===== src/rtl/ex_mem_stage_pkg.sv =====
// Shared types for the EX/MEM pipeline stage: default datapath width,
// buffer occupancy states and the layout of one buffered entry.
// The entry struct is sized from DATA_W_DEF, so a non-default DATA_W on
// ex_mem_stage needs DATA_W_DEF changed here as well.
package ex_mem_stage_pkg;

   localparam int DATA_W_DEF = 32;

   typedef enum logic [1:0] {
      EMPTY = 2'd0,
      ONE   = 2'd1,
      TWO   = 2'd2
   } occ_e;

   typedef struct packed {
      logic [DATA_W_DEF-1:0] alu_result;
      logic [DATA_W_DEF-1:0] store_data;
      logic [4:0]            rd_addr;
      logic                  mem_read;
      logic                  mem_write;
      logic                  reg_write;
   } entry_t;

endpackage


===== src/rtl/ex_mem_skid_buf.sv =====
// Two-entry in-order buffer between execute and memory stages.
// slot0 always holds the oldest entry; ready_o depends on registered state
// only, so there is no combinational path from pop_ready_i to ready_o.
module ex_mem_skid_buf
   import ex_mem_stage_pkg::*;
(
   input  logic   clk,
   input  logic   rst_n,
   input  logic   push_i,
   input  entry_t entry_i,
   output logic   ready_o,
   output logic   valid_o,
   input  logic   pop_ready_i,
   output entry_t entry_o
);

   occ_e   state_q, state_d;
   entry_t slot0_q, slot0_d;
   entry_t slot1_q, slot1_d;
   logic   pop;

   // Occupancy and slot registers; reset empties the buffer and clears data.
   always_ff @(posedge clk or negedge rst_n) begin
      if (!rst_n) begin
         state_q <= EMPTY;
         slot0_q <= '0;
         slot1_q <= '0;
      end else begin
         state_q <= state_d;
         slot0_q <= slot0_d;
         slot1_q <= slot1_d;
      end
   end

   // Next occupancy and slot contents from push/pop; simultaneous push and pop keeps order.
   always_comb begin
      state_d = state_q;
      slot0_d = slot0_q;
      slot1_d = slot1_q;
      pop     = (state_q != EMPTY) && pop_ready_i;
      case (state_q)
         EMPTY: begin
            if (push_i) begin
               slot0_d = entry_i;
               state_d = ONE;
            end
         end
         ONE: begin
            if (push_i && pop) begin
               slot0_d = entry_i;
            end else if (push_i) begin
               slot1_d = entry_i;
               state_d = TWO;
            end else if (pop) begin
               state_d = EMPTY;
            end
         end
         TWO: begin
            if (pop) begin
               slot0_d = slot1_q;
               state_d = ONE;
            end
         end
         default: state_d = EMPTY;
      endcase
   end

   assign ready_o = (state_q != TWO);
   assign valid_o = (state_q != EMPTY);
   assign entry_o = slot0_q;

endmodule


===== src/rtl/ex_mem_stage.sv =====
// EX/MEM pipeline stage: buffers non-branch execute results for the memory
// stage and resolves branches into a one-cycle fetch redirect.
// Optional feature macro: EX_MEM_BNE_EN enables BNE (in_branch_ne); without
// it every branch is treated as BEQ.
module ex_mem_stage
   import ex_mem_stage_pkg::*;
#(
   parameter int DATA_W = DATA_W_DEF
) (
   input  logic              clk,
   input  logic              rst_n,
   input  logic              in_valid,
   output logic              in_ready,
   input  logic [DATA_W-1:0] in_pc,
   input  logic [DATA_W-1:0] in_imm,
   input  logic [DATA_W-1:0] in_alu_result,
   input  logic              in_zero_flag,
   input  logic [DATA_W-1:0] in_rs2_data,
   input  logic [4:0]        in_rd_addr,
   input  logic              in_is_branch,
   input  logic              in_branch_ne,
   input  logic              in_mem_read,
   input  logic              in_mem_write,
   input  logic              in_reg_write,
   output logic              out_valid,
   input  logic              out_ready,
   output logic [DATA_W-1:0] out_alu_result,
   output logic [DATA_W-1:0] out_store_data,
   output logic [4:0]        out_rd_addr,
   output logic              out_mem_read,
   output logic              out_mem_write,
   output logic              out_reg_write,
   output logic              redirect_valid,
   output logic [DATA_W-1:0] redirect_pc
);

   logic              buf_ready;
   logic              accept;
   logic              taken;
   logic              push;
   entry_t            in_entry;
   entry_t            head;
   logic              redirect_valid_q, redirect_valid_d;
   logic [DATA_W-1:0] redirect_pc_q, redirect_pc_d;

   assign in_ready = buf_ready;
   assign accept   = in_valid && buf_ready;

`ifdef EX_MEM_BNE_EN
   assign taken = in_branch_ne ? !in_zero_flag : in_zero_flag;
`else
   logic unused_branch_ne;
   assign unused_branch_ne = in_branch_ne;
   assign taken            = in_zero_flag;
`endif

   // Anything accepted while a redirect is being issued is wrong-path and dropped.
   assign push = accept && !in_is_branch && !redirect_valid_q;

   assign in_entry.alu_result = in_alu_result;
   assign in_entry.store_data = in_rs2_data;
   assign in_entry.rd_addr    = in_rd_addr;
   assign in_entry.mem_read   = in_mem_read;
   assign in_entry.mem_write  = in_mem_write;
   assign in_entry.reg_write  = in_reg_write;

   ex_mem_skid_buf u_buf (
      .clk         (clk),
      .rst_n       (rst_n),
      .push_i      (push),
      .entry_i     (in_entry),
      .ready_o     (buf_ready),
      .valid_o     (out_valid),
      .pop_ready_i (out_ready),
      .entry_o     (head)
   );

   assign out_alu_result = head.alu_result;
   assign out_store_data = head.store_data;
   assign out_rd_addr    = head.rd_addr;
   assign out_mem_read   = head.mem_read;
   assign out_mem_write  = head.mem_write;
   assign out_reg_write  = head.reg_write;

   // Taken branch raises the redirect for one cycle; the target holds otherwise.
   always_comb begin
      redirect_valid_d = accept && in_is_branch && taken && !redirect_valid_q;
      redirect_pc_d    = redirect_pc_q;
      if (redirect_valid_d) begin
         redirect_pc_d = in_pc + in_imm;
      end
   end

   // Redirect registers; reset cancels any pending redirect.
   always_ff @(posedge clk or negedge rst_n) begin
      if (!rst_n) begin
         redirect_valid_q <= 1'b0;
         redirect_pc_q    <= '0;
      end else begin
         redirect_valid_q <= redirect_valid_d;
         redirect_pc_q    <= redirect_pc_d;
      end
   end

   assign redirect_valid = redirect_valid_q;
   assign redirect_pc    = redirect_pc_q;

endmodule

===== config.mk =====
export PLATFORM = sky130hd
export DESIGN_NAME = ex_mem_stage
export DESIGN_NICKNAME = d
export VERILOG_FILES = /design/src/rtl/ex_mem_stage_pkg.sv /design/src/rtl/ex_mem_skid_buf.sv /design/src/rtl/ex_mem_stage.sv
export SDC_FILE = /design/constraint.sdc
export NUM_CORES = 1
export LEC_CHECK = 0
export CAP_MARGIN = 10
export CORE_ASPECT_RATIO = 1.4
export CORE_MARGIN = 5
export CORE_UTILIZATION = 51
export CTS_BUF_LIST = sky130_fd_sc_hd__clkbuf_8
export CTS_CLUSTER_SIZE = 10
export DETAILED_ROUTE_END_ITERATION = 8
export HOLD_SLACK_MARGIN = 0.08
export PLACE_DENSITY = 0.86
export SYNTH_ARGS = -nofsm -noshare
export SYNTH_HDL_FRONTEND = slang
export SYNTH_HIERARCHICAL = 1
export SYNTH_SLANG_ARGS = --single-unit

===== constraint.sdc =====
create_clock -name clk -period 3 [get_ports clk]
set_clock_uncertainty 0.1 [all_clocks]
set_input_delay 0.75 -clock clk [delete_from_list [all_inputs] [get_ports clk]]
set_output_delay 0.75 -clock clk [all_outputs]
set_load 0.1 [all_outputs]

==> impl_results.html <==
<table>
<tr><th>Metric</th><th>Value</th></tr>
<tr><th colspan="2">Status</th></tr>
<tr><td>Result of the run</td><td>finished clean</td></tr>
<tr><th colspan="2">Timing</th></tr>
<tr><td>Final worst path period share</td><td>97.1%</td></tr>
<tr><td>Min Hold Slack</td><td>0.389 ns</td></tr>
<tr><td>Setup-failing EPs final</td><td>0</td></tr>
<tr><td>Maximum clock frequency</td><td>343 MHz</td></tr>
<tr><td>Total negative slack</td><td>0 ns</td></tr>
<tr><td>Worst slew pin tran</td><td>0.462 ns</td></tr>
<tr><td>Tmin final</td><td>2.91 ns</td></tr>
<tr><td>Setup repair after global routing missed its margin</td><td>no</td></tr>
<tr><td>Headroom to the max-slew limit</td><td>69.2%</td></tr>
<tr><td>Slew Viols, Final</td><td>0</td></tr>
<tr><td>Final-report hold violation count</td><td>0</td></tr>
<tr><th colspan="2">GRT</th></tr>
<tr><td>Global routing usage on met3</td><td>4.22%</td></tr>
<tr><td>Via count of the first global-routing pass</td><td>8222</td></tr>
<tr><td>Number of antenna violations at the first check in global routing</td><td>1</td></tr>
<tr><td>GRT met2 Usage</td><td>43.2%</td></tr>
<tr><td>Busiest grt layer</td><td>met2</td></tr>
<tr><td>First-pass GRT wire length</td><td>40400 µm</td></tr>
<tr><td>GR met1 Demand/Resource</td><td>25.1%</td></tr>
<tr><td>Maximum number of pins on one net before global-route repair</td><td>74</td></tr>
<tr><td>Total Routing Usage GR</td><td>23.4%</td></tr>
<tr><td>Sum of overflow across all layers after global routing</td><td>0</td></tr>
<tr><th colspan="2">Cells and area</th></tr>
<tr><td>Area growth, synth to finish</td><td>39.1%</td></tr>
<tr><td>NumNets Final</td><td>1294</td></tr>
<tr><td>Layout cells sized above 1</td><td>38.3%</td></tr>
<tr><td>Most common cell after layout, fill and taps aside</td><td>buf_4</td></tr>
<tr><td>Top library cells by usage in the layout, fill and taps aside</td><td>buf_4 (209), dfrtp_1 (179), mux2_2 (160), clkdlybuf4s50_1 (140)</td></tr>
<tr><th colspan="2">Routing</th></tr>
<tr><td>Post-Route WL</td><td>25200 µm</td></tr>
<tr><td>Drt drc</td><td>0</td></tr>
<tr><td>Per-cell routed wire length</td><td>18.3 µm</td></tr>
<tr><td>Iter 0 DRT Violations</td><td>236</td></tr>
<tr><td>Via/cell ratio</td><td>5.51</td></tr>
<tr><td>Final antenna-violating net count</td><td>0</td></tr>
<tr><td>Routed via count</td><td>7585</td></tr>
<tr><td>Number of iterations in the first detailed-routing pass</td><td>4</td></tr>
<tr><th colspan="2">Clock network</th></tr>
<tr><td>Root buffer cell</td><td>clkbuf_8</td></tr>
<tr><td>TritonCTS clock tree</td><td>done</td></tr>
<tr><td>H-tree depth</td><td>4</td></tr>
<tr><td>Worst-skew pair later-pin latency</td><td>0.46 ns</td></tr>
<tr><td>Buffer count from post-CTS setup fixing</td><td>0</td></tr>
<tr><td>CTS Sinks</td><td>179</td></tr>
<tr><td>Maximum clock insertion buffer count</td><td>2</td></tr>
<tr><td>Number of buffers inserted during clock tree synthesis</td><td>17</td></tr>
<tr><td>CTS clock-pin slew for the worst setup and hold paths</td><td>0.11 ns</td></tr>
<tr><th colspan="2">Setup path</th></tr>
<tr><td>Count of buffering cells on the critical path with inverters included</td><td>2</td></tr>
<tr><td>Delay contributed by the slowest stage of the critical path</td><td>0.44 ns</td></tr>
<tr><td>Signal arrival time at the worst endpoint</td><td>3.17 ns</td></tr>
<tr><td>Critical path startpoint category</td><td>primary input</td></tr>
<tr><td>Worst Setup End Kind</td><td>flop</td></tr>
<tr><td>Classification of the worst setup path</td><td>in2reg</td></tr>
<tr><td>CP delay by family, top</td><td>compound AO/OA/AOI/OAI gates</td></tr>
<tr><td>Maximum fanout along the worst path</td><td>4</td></tr>
<tr><td>Critical Path, Cell by Cell</td><td>clkdlybuf4s50_1, ha_2, fa_2, a21o_1, a221oi_4, a311oi_4, buf_4, o211ai_1, mux2i_1, nand2_1</td></tr>
<tr><td>Critical Path Slowest Stage Cell</td><td>clkdlybuf4s50_1</td></tr>
<tr><td>Required arrival time at the worst endpoint</td><td>3.26 ns</td></tr>
<tr><th colspan="2">Place</th></tr>
<tr><td>Count of input and output buffers</td><td>248</td></tr>
<tr><td>Post-detail-place hpwl</td><td>19600 µm</td></tr>
<tr><td>RD Place Congestion</td><td>0.898</td></tr>
<tr><th colspan="2">Floorplan</th></tr>
<tr><td>Number of rows created at floorplan</td><td>59</td></tr>
<tr><td>Die Wd</td><td>125 µm</td></tr>
<tr><td>Starting density of the core</td><td>51.4%</td></tr>
<tr><td>Floorplan die area</td><td>0.0215 mm²</td></tr>
<tr><td>Area of the placeable core</td><td>0.0185 mm²</td></tr>
<tr><td>Die span in y</td><td>171 µm</td></tr>
<tr><td>Total I/O pin count</td><td>250</td></tr>
<tr><th colspan="2">Yosys</th></tr>
<tr><td>Yosys cell types</td><td>66</td></tr>
<tr><td>Flip-flop and latch count after synthesis</td><td>179</td></tr>
<tr><td>Total standard cell area after synthesis</td><td>0.00949 mm²</td></tr>
<tr><td>Share of synthesized area occupied by flip-flops and latches</td><td>47.2%</td></tr>
<tr><td>Post-synth EDFFs</td><td>0</td></tr>
<tr><td>Yosys warning count</td><td>6</td></tr>
<tr><td>Fraction of synthesis flops using an asynchronous set or reset pin</td><td>100%</td></tr>
<tr><td>Post-Syn Instances</td><td>782</td></tr>
<tr><td>Syn_nets</td><td>957</td></tr>
<tr><td>Synthesized area per cell</td><td>12.1 µm²</td></tr>
<tr><td>Most used DFF post-synth</td><td>dfrtp_1</td></tr>
<tr><th colspan="2">Min path</th></tr>
<tr><td>Hold WC Path Type</td><td>reg2reg</td></tr>
<tr><th colspan="2">Power</th></tr>
<tr><td>Internal Dissipation</td><td>5.73 mW</td></tr>
<tr><td>Sw frac</td><td>51.4%</td></tr>
<tr><td>Share of power burned in the clock network</td><td>14.5%</td></tr>
<tr><td>Switching power total</td><td>6.06 mW</td></tr>
<tr><td>LEAKAGE</td><td>5.89 nW</td></tr>
<tr><td>Largest vdd supply drop</td><td>0.000431 V</td></tr>
<tr><td>Sequential fraction of design power</td><td>32.2%</td></tr>
<tr><td>Combinational power share</td><td>53.3%</td></tr>
<tr><td>Total power density per cell area</td><td>893 mW/mm²</td></tr>
<tr><th colspan="2">Flow run</th></tr>
<tr><td>Maximum capacitance violations</td><td>0</td></tr>
</table>
## flip-flops by register name (all words and copies together), names as in the netlist
name            cells
u_buf/entry_o      72
redirect_valid      1
redirect_pc        32
u_buf/state_q       2
u_buf/slot1_q      72
## power by group through the flow
stage | clock, mW | sequential (mW) | combinational (mW)
after floorplan | 0 | 7.12 | 1.31
after global placement | 0 | 3.77 | 6.21
after detailed placement | 0 | 3.84 | 6.31
after CTS | 1.76 | 3.79 | 6.32
after global routing | 1.84 | 3.90 | 6.53
final | 1.71 | 3.79 | 6.29
## layer usage
| layer | vias up | part of all wire (%) |
|---|---|---|
| met5 | - | 0 |
| met4 | 0 | 5.3 |
| met3 | 69 | 4.1 |
| met2 | 236 | 53 |
| met1 | 3724 | 38 |
| li1 | 3556 | - |
## final cells by class
type	count	area (µm²)
sequential	179	4480
timing repair buffer	360	3170
fill	1270	5260
multi-input combinational	554	4790
antenna	1	2.50
tap	244	305
clock inverter	14	175
clock buffer	18	248
inverter	7	30.0
## per-stage QoR
stage	power (mW)	std cells	instance area (µm²)	util (%)	setup slack [ns]
detailed placement	10.1	1343	12700	69.1	-0.485
global route	12.3	1377	13200	71.5	0.0189
global placement	9.98	1343	12700	69.1	-0.361
CTS	11.9	1376	13200	71.4	0.0563
finish	11.8	1377	13200	71.5	0.0868
floorplan	8.42	782	9490	-	0.0382
## synth_stat cells (8+ instances only)
master	count	area [µm²]
mux2_2	160	1800
mux2_1	57	642
buf_2	19	95.1
o21ai_0	28	140
xor2_1	8	70.1
nor2_1	23	86.3
a21o_1	13	97.6
nand3_1	16	80.1
o21a_1	10	75.1
buf_4	11	82.6
a21oi_1	29	145
nand2_1	57	214
clkbuf_1	9	33.8
ha_1	31	388
xnor2_1	12	105
dfrtp_1	179	4480
## repair_timing
action | CTS | global route
endpoints found under the setup margin | 0 | 5
gates resized for setup | 0 | 4
hold buffers | 1 | 0
endpoints found under the hold margin | 20 | 0
## path summary, 6_finish.rpt
path	depth (start not counted)	slack [ns]	to	start
worst min register to register	2	0.39	redirect_pc[11]	redirect_pc[11]
worst min-delay path	2	0.39	redirect_pc[11]	redirect_pc[11]
worst max-delay path	10	0.09	redirect_pc[22]	in_pc[0]
worst max register to register	10	0.43	u_buf/slot1_q[15]	u_buf/state_q[1]
max in group asynchronous	3	1.47	u_buf/slot1_q[15]	rst_n
min in group asynchronous	2	0.58	u_buf/slot1_q[68]	rst_n
## kinds of logic (layout without fill, tap and decap cells)
family / after synthesis / in the layout / share of synthesized area, %
other: 0 / 1 / 0
muxes: 222 / 222 / 26.3
buffers and inverters: 49 / 399 / 2.72
xor gates and xnor gates: 20 / 20 / 1.85
DFF: 179 / 179 / 47.2
AOI/OAI and AO/OA: 143 / 143 / 10.8
adders and majority gates: 32 / 32 / 4.30
and+or+nand+nor: 137 / 137 / 6.83
## worst min-delay path, cell delays in order, from the launching register on
cell and delay, ns:
dfrtp_1 0.36, nand2_1 0.04, o21ai_0 0.06
No activity file was read; power rests on OpenSTA's default activity.
